==> src/rtl/mux_arb_pkg.sv <==
// Shared types and constants for the round-robin 4:1 word arbiter.
// The grant search helper is used by the arbiter's next-state logic.
package mux_arb_pkg;

  typedef enum logic {
    IDLE  = 1'b0,
    GRANT = 1'b1
  } state_t;

  localparam int MAX_BURST_DEFAULT = 4;
  localparam int NUM_REQ           = 4;

  // First set bit of req, searching ptr, ptr+1, ... modulo 4.
  function automatic logic [1:0] rr_pick(input logic [3:0] req, input logic [1:0] ptr);
    logic [1:0] idx;
    rr_pick = ptr;
    for (int k = NUM_REQ - 1; k >= 0; k--) begin
      idx = ptr + 2'(k);
      if (req[idx]) rr_pick = idx;
    end
  endfunction

endpackage

==> src/rtl/mux_rr_arbiter_16bit_if.sv <==
// Bus between four word sources, the arbiter and one downstream consumer.
// Handshakes: req[i] is held with stable I<i> until ack[i] is seen at a rising edge;
// a word moves downstream on every rising edge where out_valid && out_ready.
interface mux_rr_arbiter_16bit_if;
  logic [3:0]  req;
  logic [15:0] I0;
  logic [15:0] I1;
  logic [15:0] I2;
  logic [15:0] I3;
  logic        A0;
  logic        A1;
  logic [3:0]  ack;
  logic [15:0] out_data;
  logic [1:0]  out_src;
  logic        out_valid;
  logic        out_ready;

  modport master (
    input  req, I0, I1, I2, I3, out_ready,
    output A0, A1, ack, out_data, out_src, out_valid
  );

  modport slave (
    output req, I0, I1, I2, I3, out_ready,
    input  A0, A1, ack, out_data, out_src, out_valid
  );
endinterface

==> src/rtl/mux_4x1_16bit.sv <==
// Plain combinational 16-bit 4:1 multiplexer, select {A1,A0}.
module mux_4x1_16bit (
  input  logic [15:0] I0,
  input  logic [15:0] I1,
  input  logic [15:0] I2,
  input  logic [15:0] I3,
  input  logic        A0,
  input  logic        A1,
  output logic [15:0] Q
);

  always_comb begin
    Q = I0;
    case ({A1, A0})
      2'b00: Q = I0;
      2'b01: Q = I1;
      2'b10: Q = I2;
      2'b11: Q = I3;
      default: Q = I0;
    endcase
  end

endmodule

==> src/rtl/mux_rr_arbiter_16bit.sv <==
// Round-robin arbiter sharing one 4:1 word mux among four requesters, with a
// registered valid/ready output stage and a per-grant burst cap.
module mux_rr_arbiter_16bit
  import mux_arb_pkg::*;
#(
  parameter int MAX_BURST = MAX_BURST_DEFAULT
) (
  input  logic                        clk,
  input  logic                        rst_n,
  mux_rr_arbiter_16bit_if.master      bus,
  output state_t                      dbg_state,
  output logic [1:0]                  dbg_ptr
);

  state_t      state, state_nxt;
  logic [1:0]  sel, sel_nxt;
  logic [1:0]  ptr, ptr_nxt;
  logic [3:0]  burst_cnt, burst_nxt;
  logic [15:0] mux_q;
  logic [15:0] out_data_q;
  logic [1:0]  out_src_q;
  logic        out_valid_q;
  logic [3:0]  sel_onehot;
  logic        transfer;
  logic        others_pending;
  logic        burst_hit;

  mux_4x1_16bit u_mux (
    .I0 (bus.I0),
    .I1 (bus.I1),
    .I2 (bus.I2),
    .I3 (bus.I3),
    .A0 (sel[0]),
    .A1 (sel[1]),
    .Q  (mux_q)
  );

  assign sel_onehot     = 4'b0001 << sel;
  assign transfer       = (state == GRANT) && bus.req[sel] && (!out_valid_q || bus.out_ready);
  assign others_pending = |(bus.req & ~sel_onehot);
  assign burst_hit      = (burst_cnt + 4'd1) == 4'(MAX_BURST);

  // Release on a dropped request, or on a capped burst only when someone else waits;
  // a lone requester just restarts its count and keeps streaming.
  always_comb begin
    state_nxt = state;
    sel_nxt   = sel;
    ptr_nxt   = ptr;
    burst_nxt = burst_cnt;
    case (state)
      IDLE: begin
        if (|bus.req) begin
          state_nxt = GRANT;
          sel_nxt   = rr_pick(bus.req, ptr);
          burst_nxt = '0;
        end
      end
      GRANT: begin
        if (!bus.req[sel]) begin
          state_nxt = IDLE;
          ptr_nxt   = sel + 2'd1;
        end else if (transfer) begin
          if (burst_hit) begin
            burst_nxt = '0;
            if (others_pending) begin
              state_nxt = IDLE;
              ptr_nxt   = sel + 2'd1;
            end
          end else begin
            burst_nxt = burst_cnt + 4'd1;
          end
        end
      end
      default: state_nxt = IDLE;
    endcase
  end

  always_ff @(posedge clk or negedge rst_n) begin
    if (!rst_n) begin
      state     <= IDLE;
      sel       <= '0;
      ptr       <= '0;
      burst_cnt <= '0;
    end else begin
      state     <= state_nxt;
      sel       <= sel_nxt;
      ptr       <= ptr_nxt;
      burst_cnt <= burst_nxt;
    end
  end

  always_ff @(posedge clk or negedge rst_n) begin
    if (!rst_n) begin
      out_data_q  <= '0;
      out_src_q   <= '0;
      out_valid_q <= 1'b0;
    end else if (transfer) begin
      out_data_q  <= mux_q;
      out_src_q   <= sel;
      out_valid_q <= 1'b1;
    end else if (out_valid_q && bus.out_ready) begin
      out_valid_q <= 1'b0;
    end
  end

  assign bus.A0        = sel[0];
  assign bus.A1        = sel[1];
  assign bus.ack       = transfer ? sel_onehot : 4'b0000;
  assign bus.out_data  = out_data_q;
  assign bus.out_src   = out_src_q;
  assign bus.out_valid = out_valid_q;
  assign dbg_state     = state;
  assign dbg_ptr       = ptr;

endmodule

==> src/flat_wrapper.sv <==
// flat-port wrapper written by rule: the top's interface ports become plain ports
module mux_rr_arbiter_16bit_flat import mux_arb_pkg::*;
#(
  parameter int MAX_BURST = MAX_BURST_DEFAULT
)
  (clk, rst_n, dbg_state, dbg_ptr, bus_req, bus_I0, bus_I1, bus_I2, bus_I3, bus_out_ready, bus_A0, bus_A1, bus_ack, bus_out_data, bus_out_src, bus_out_valid);
  mux_rr_arbiter_16bit_if bus_i ();
  input  logic clk;
  input  logic rst_n;
  output state_t dbg_state;
  output logic [1:0] dbg_ptr;
  input wire logic [$bits(bus_i.req)-1:0] bus_req;
  input wire logic [$bits(bus_i.I0)-1:0] bus_I0;
  input wire logic [$bits(bus_i.I1)-1:0] bus_I1;
  input wire logic [$bits(bus_i.I2)-1:0] bus_I2;
  input wire logic [$bits(bus_i.I3)-1:0] bus_I3;
  input wire logic [$bits(bus_i.out_ready)-1:0] bus_out_ready;
  output wire logic [$bits(bus_i.A0)-1:0] bus_A0;
  output wire logic [$bits(bus_i.A1)-1:0] bus_A1;
  output wire logic [$bits(bus_i.ack)-1:0] bus_ack;
  output wire logic [$bits(bus_i.out_data)-1:0] bus_out_data;
  output wire logic [$bits(bus_i.out_src)-1:0] bus_out_src;
  output wire logic [$bits(bus_i.out_valid)-1:0] bus_out_valid;
  assign bus_i.req = bus_req;
  assign bus_i.I0 = bus_I0;
  assign bus_i.I1 = bus_I1;
  assign bus_i.I2 = bus_I2;
  assign bus_i.I3 = bus_I3;
  assign bus_i.out_ready = bus_out_ready;
  assign bus_A0 = bus_i.A0;
  assign bus_A1 = bus_i.A1;
  assign bus_ack = bus_i.ack;
  assign bus_out_data = bus_i.out_data;
  assign bus_out_src = bus_i.out_src;
  assign bus_out_valid = bus_i.out_valid;
  mux_rr_arbiter_16bit #(.MAX_BURST(MAX_BURST)) u_core (.clk(clk), .rst_n(rst_n), .bus(bus_i), .dbg_state(dbg_state), .dbg_ptr(dbg_ptr));
endmodule
==> config.mk <==
export PLATFORM = sky130hd
export DESIGN_NAME = mux_rr_arbiter_16bit_flat
export DESIGN_NICKNAME = d
export VERILOG_FILES = /design/src/rtl/mux_arb_pkg.sv /design/src/rtl/mux_rr_arbiter_16bit_if.sv /design/src/rtl/mux_4x1_16bit.sv /design/src/rtl/mux_rr_arbiter_16bit.sv /design/src/flat_wrapper.sv
export SDC_FILE = /design/constraint.sdc
export NUM_CORES = 1
export LEC_CHECK = 0
export ABC_CLOCK_PERIOD_IN_PS = 2750
export CAP_MARGIN = 30
export CORE_MARGIN = 2
export CORE_UTILIZATION = 40
export CTS_CLUSTER_SIZE = 16
export DETAILED_ROUTE_END_ITERATION = 12
export PLACE_DENSITY = 0.81
export SLEW_MARGIN = 20
export SYNTH_ARGS = -nofsm -noshare
export SYNTH_HDL_FRONTEND = slang
export SYNTH_SLANG_ARGS = --single-unit
==> constraint.sdc <==
create_clock -name clk -period 2.75 [get_ports clk]
set_clock_uncertainty 0.15 [all_clocks]
set_input_delay 0.825 -clock clk [delete_from_list [all_inputs] [get_ports clk]]
set_output_delay 0.825 -clock clk [all_outputs]
set_load 0.005 [all_outputs]
# == Word level (Yosys, flattened, before mapping) ==
# Index checks and enable logic that the tools add are counted.
# word_totals
word_cells,76
regBits,28
input_bits,71
# op_classes
n_lt_le_gt_ge,5
n_eq_ne,10
reduce_logical,12
n_mux,33
add_sub_neg,5
shifts,1
n_bitwise,3
# ops
cell,count
case mux 16 bit (4 select lines),1
2-to-1 mux 4 bit,5
2-to-1 mux 2 bit,8
"less-than comparator 2 x 3 -> 1 bit, second input constant",5
2-to-1 mux 1 bit,12
binary-select mux 1 bit (select 2 bit),5
"inequality test 2 x 1 -> 1 bit, second input constant",4
case mux 4 bit (2 select lines),1
OR reduction 4 bit,2
"adder 2 x 1 -> 2 bit, second input constant",2
"adder 2 bit, second input constant",2
"adder 4 x 1 -> 4 bit, second input constant",1
AND 4 bit,1
"== test 2 bit, second input constant",2
"== test 4 x 3 -> 1 bit, second input constant",1
"inequality test 2 bit, second input constant",2
inverter 4 bit,1
AND reduction 4 bit,1
"left shift 1 x 2 -> 4 bit, first input constant",1
logical AND 1 bit,3
AND reduction 3 bit,1
"== test 2 x 1 -> 1 bit, second input constant",1
logical NOT 2 bit,1
case mux 1 bit (2 select lines),1
5 further kinds,5

# == Depth between registers and ports, before layout ==
# depth
depth_word,9
ltp_mapped,8
depth_no_buf,7

# == By module ==
# A second synthesis with hierarchy kept.
# unflattened
hier_cells,147
hier_area_um2,1901.8
# by_module_without_submodules
mod,cells_each,area_per_inst_um2,n_inst
mux_rr_arbiter_16bit,127,1477.7,1
mux_4x1_16bit,20,424.2,1

# == Worst setup path after synthesis ==
# No wires, ideal clock.
# synth_timing
kind,input to output
startpoint,in bus_req[3]
endpoint,out bus_ack[0]
arrival_ns,1.798
path_buffers,2
required_ns,1.775
slack_ns,-0.023
cell_stages,5
path_cell_list,buf_6 > mux4_2 > nand3_4 > buf_6 > nor2_1
# synth_via
elab_chain_cells,5
# synth_lines
item,line_no,source
from (decl),flat_wrapper.sv:12,input wire logic [$bits(bus_i.req)-1:0] bus_req;
binary-select mux 1 bit (select 2 bit),mux_rr_arbiter_16bit.sv:39,assign transfer = (state == GRANT) && bus.req[sel] && (!out_valid_q || bus.out_ready);
2-to-1 mux 1 bit (not written as such),mux_rr_arbiter_16bit.sv:39,
logical AND 1 bit (2 in series),mux_rr_arbiter_16bit.sv:39,
2-to-1 mux 4 bit,mux_rr_arbiter_16bit.sv:108,assign bus.ack = transfer ? sel_onehot : 4'b0000;
to (decl),flat_wrapper.sv:20,output wire logic [$bits(bus_i.ack)-1:0] bus_ack;
# Every way passes these cells. The select of a mux whose other input is x is not followed.

# == Worst setup path after layout ==
# Same ends and word-level chain as after synthesis.

==> impl_metrics.csv <==
group,metric,value,unit
finish,drive_above_1_share,19.74,%
detailed_routing,drt_first_pass_iters,6,
yosys,synth_top_area_cell,"dfrtp_1",
status,status,"finished, violations left",
timing,fin_crit_sh,100.5,%
placed_design,io_buffers,98,
cts,clk_pin_slew,0.09,ns
global_routing,antenna_found_initial,0,
finish,stdcell_count,356,
finish,seq_area,700.7,um2
detailed_routing,avgRoutedWirePerCell,15.06,um
worst_setup_path,critPathMaxStageDelay,0.50,ns
floorplanning,ios,99,
cts,cts_tree,"yes",
worst_setup_path,worstSetupPathType,"in2out",
global_routing,grt_usage,20.69,%
yosys,yosysSeqAreaShare,37.38,%
worst_setup_path,cp_slowest_cell,"mux4_2",
worst_setup_path,arrival,1.79,ns
finish,final_util,67.20,%
power,vdd.ir_drop.worst,0.5094,mV
timing,finalHoldViolCount,0,
status,violations,"negative setup slack",
worst_setup_path,crit_fanout,3,
cts,cts_root_buf,"clkbuf_8",
finish,antennaDiodeCount,0,
timing,fin_tns_setup,-0.01310,ns
cts,cts_hold_buf,0,
worst_setup_path,crit_chain,"buf_6 > mux4_2 > nand3_4 > buf_6 > nor2_4 > buf_2",
floorplanning,die_h,72.45,um
finish,fin_nets,382,
yosys,ys_ff_latch,28,
run,cap_violations,0,
cts,cts_max_level,1,
timing,timing.fmax,361.9,MHz
worst_setup_path,crit_required,1.78,ns
timing,setup_viol,1,
yosys,ys_types,38,
yosys,synthArstFlopShare,100.0,%
detailed_routing,vias,1923,
placed_design,place.gp.congestion,0.8483,
global_routing,grt_max_degree,42,
cts,cts_buffers,3,
power,p_total,2.730,mW
floorplanning,dieArea,0.005249,mm2
cts,clock_path_buffers,2,
yosys,yosys_warnings,0,
placed_design,place_inst,348,
power,p_leak,1.275,nW
yosys,synth_top_cell_area_share,37.38,%
floorplanning,die_w,72.45,um
floorplanning,rows,24,
detailed_routing,vias_per_cell,5.402,
yosys,synth-main-ff-cell,"dfrtp_1",
worst_setup_path,endpoint_kind,"output port",
finish,multi_input_area,0.001040,mm2
floorplanning,core,0.004444,mm2
global_routing,grt_first_pass_wirelength,8487,um
timing,slew_headroom,61.64,%
yosys,syn_area_per_cell,9.279,um2
cts,clock_latency,0.27,ns
timing,tightest_slew,0.5735,ns
finish,area_delta_synth_final,59.35,%
global_routing,grt_pass1_vias,1886,
cts,cts_sinks,28,
global_routing,overflow,0,
worst_setup_path,crit_top_cell,"buf_6",
detailed_routing,drt_wl_total,5361,um
yosys,synth_area_leaders,"dfrtp_1 37%, o21ai_2 8.9%, a222oi_1 8.5%, a21oi_1 5.1%, nand2_1 4.8%",
yosys,synth_edf_count,0,
min_path,min_path_type,"reg2reg",
worst_setup_path,critPathLaunchType,"input pin",
timing,layout_min_cycle_time,2.763,ns
yosys,synthesis.nets,279,
placed_design,dp_hpwl,4047,um
detailed_routing,drt_iter0_drc,194,
timing,rsz0062_at_grt,"yes",
timing,setup_slack,-0.01310,ns
finish,fin_area,0.002987,mm2
detailed_routing,ant_nets,0,
placed_design,placed_cell_area,0.002900,mm2
yosys,syn_area,0.001874,mm2
detailed_routing,drc,0,
floorplanning,start_util,42.17,%
timing,drv_slew,0,
finish,nFillCells,357,
yosys,syn_inst,202,
power,p_per_area,914.1,mW/mm2
-- Yosys cell counts, drive strengths merged, types with 2 or more instances --
cell type  instances
inv               11
a211oi             2
buf                5
nor2              22
a31oi              3
nor3               2
a222oi            16
a22oi              2
mux2               4
clkbuf            10
o21ai             24
nand2             24
a21oi             19
ha                 6
nand3              6
dfrtp             28
-- area by class of cell --
type                            count  area share (%)
Sequential cell                    28           23.46
Tap cell                           52           2.178
Timing Repair Buffer              113           36.32
Multi-Input combinational cell    148           34.81
Clock buffer                        4           1.843
Inverter                           11           1.382
-- worst paths after layout --
path | startpoint | end | slack, ns | cells past startpoint
setup reg to reg | u_core.sel[0] | u_core.burst_cnt[0] | 0.52 | 6
setup / recovery | bus_req[3] | bus_ack[0] | -0.01 | 6
hold / removal | u_core.bus.out_data[2] | u_core.bus.out_data[2] | 0.33 | 2
hold reg to reg | u_core.bus.out_data[2] | u_core.bus.out_data[2] | 0.33 | 2
min in group asynchronous | rst_n | u_core.dbg_ptr[0] | 0.77 | 2
max in group asynchronous | rst_n | u_core.bus.out_data[3] | 1.41 | 2
-- cells by family (layout without fill, tap and decap cells) --
family                     after synthesis  after routing  synth area share, %
xor gates and xnor gates                 1              1               0.4674
DFF                                     28             28                37.38
buffers and inverters                   26            128                7.677
muxes                                    6              6                4.139
AOI/OAI and AO/OA                       73             73                30.84
adders and majority gates                6              6                4.005
and+or+nand+nor                         62             62                15.49
-- critical path, delay by kind of cell --
| family | cells | cell delay [ns] |
|---|---|---|
| buffers and inverters | 3 | 0.32 |
| multiplexers | 1 | 0.50 |
| AND/OR/NAND/NOR | 2 | 0.15 |
-- state kept, by name (all words and copies together) (netlist names) --
name / cells
u_core.bus.out_data: 16
u_core.burst_cnt: 4
u_core.bus.out_src: 2
u_core.dbg_ptr: 2
u_core.sel: 2
u_core.bus.out_valid: 1
u_core.dbg_state: 1
-- metrics by stage --
step	setup slack, ns	hold WS [ns]
floorplan	-0.02297	0.3247
global placement	-0.5667	0.3096
detailed placement	-0.6063	0.3144
CTS	-0.01077	0.3353
global route	-0.03551	0.3521
finish	-0.01310	0.3317
-- placed cells by master (no fill, tap or decap), types with 2 or more instances in the layout --
cell	netlist	layout
ha_1	6	6
a211oi_1	2	2
nor2_1	22	21
o21ai_2	19	19
mux2_2	4	4
a31oi_1	3	3
inv_1	10	10
nand3_1	5	5
a22oi_1	2	2
buf_6	4	6
buf_2	0	3
buf_4	0	13
nand2_1	24	24
clkdlybuf4s50_1	0	89
dfrtp_1	28	28
a21oi_1	19	19
a222oi_1	16	16
o21ai_0	5	5
nor3_1	2	2
clkbuf_8	0	4
-- repair_timing --
item	4_1_cts	5_1_grt
setup buffers	3	1
gates resized for setup	38	2
pin swaps	3	2
setup endpoints to repair	4	4
-- per-layer routing --
metal  track usage (%)  share of wire (%)
met4             3.292               0.54
met3             5.139                7.9
met1             24.10                 38
met5                 0                  0
met2             38.84                 53
-- where the power goes --
group	internal [mW]	total (mW)	switching, mW
clock network	0.128	0.252	0.124
logic	0.874	1.73	0.855
registers	0.586	0.750	0.164
total	1.59	2.73	1.14
Power figures use the tool's default switching activity.
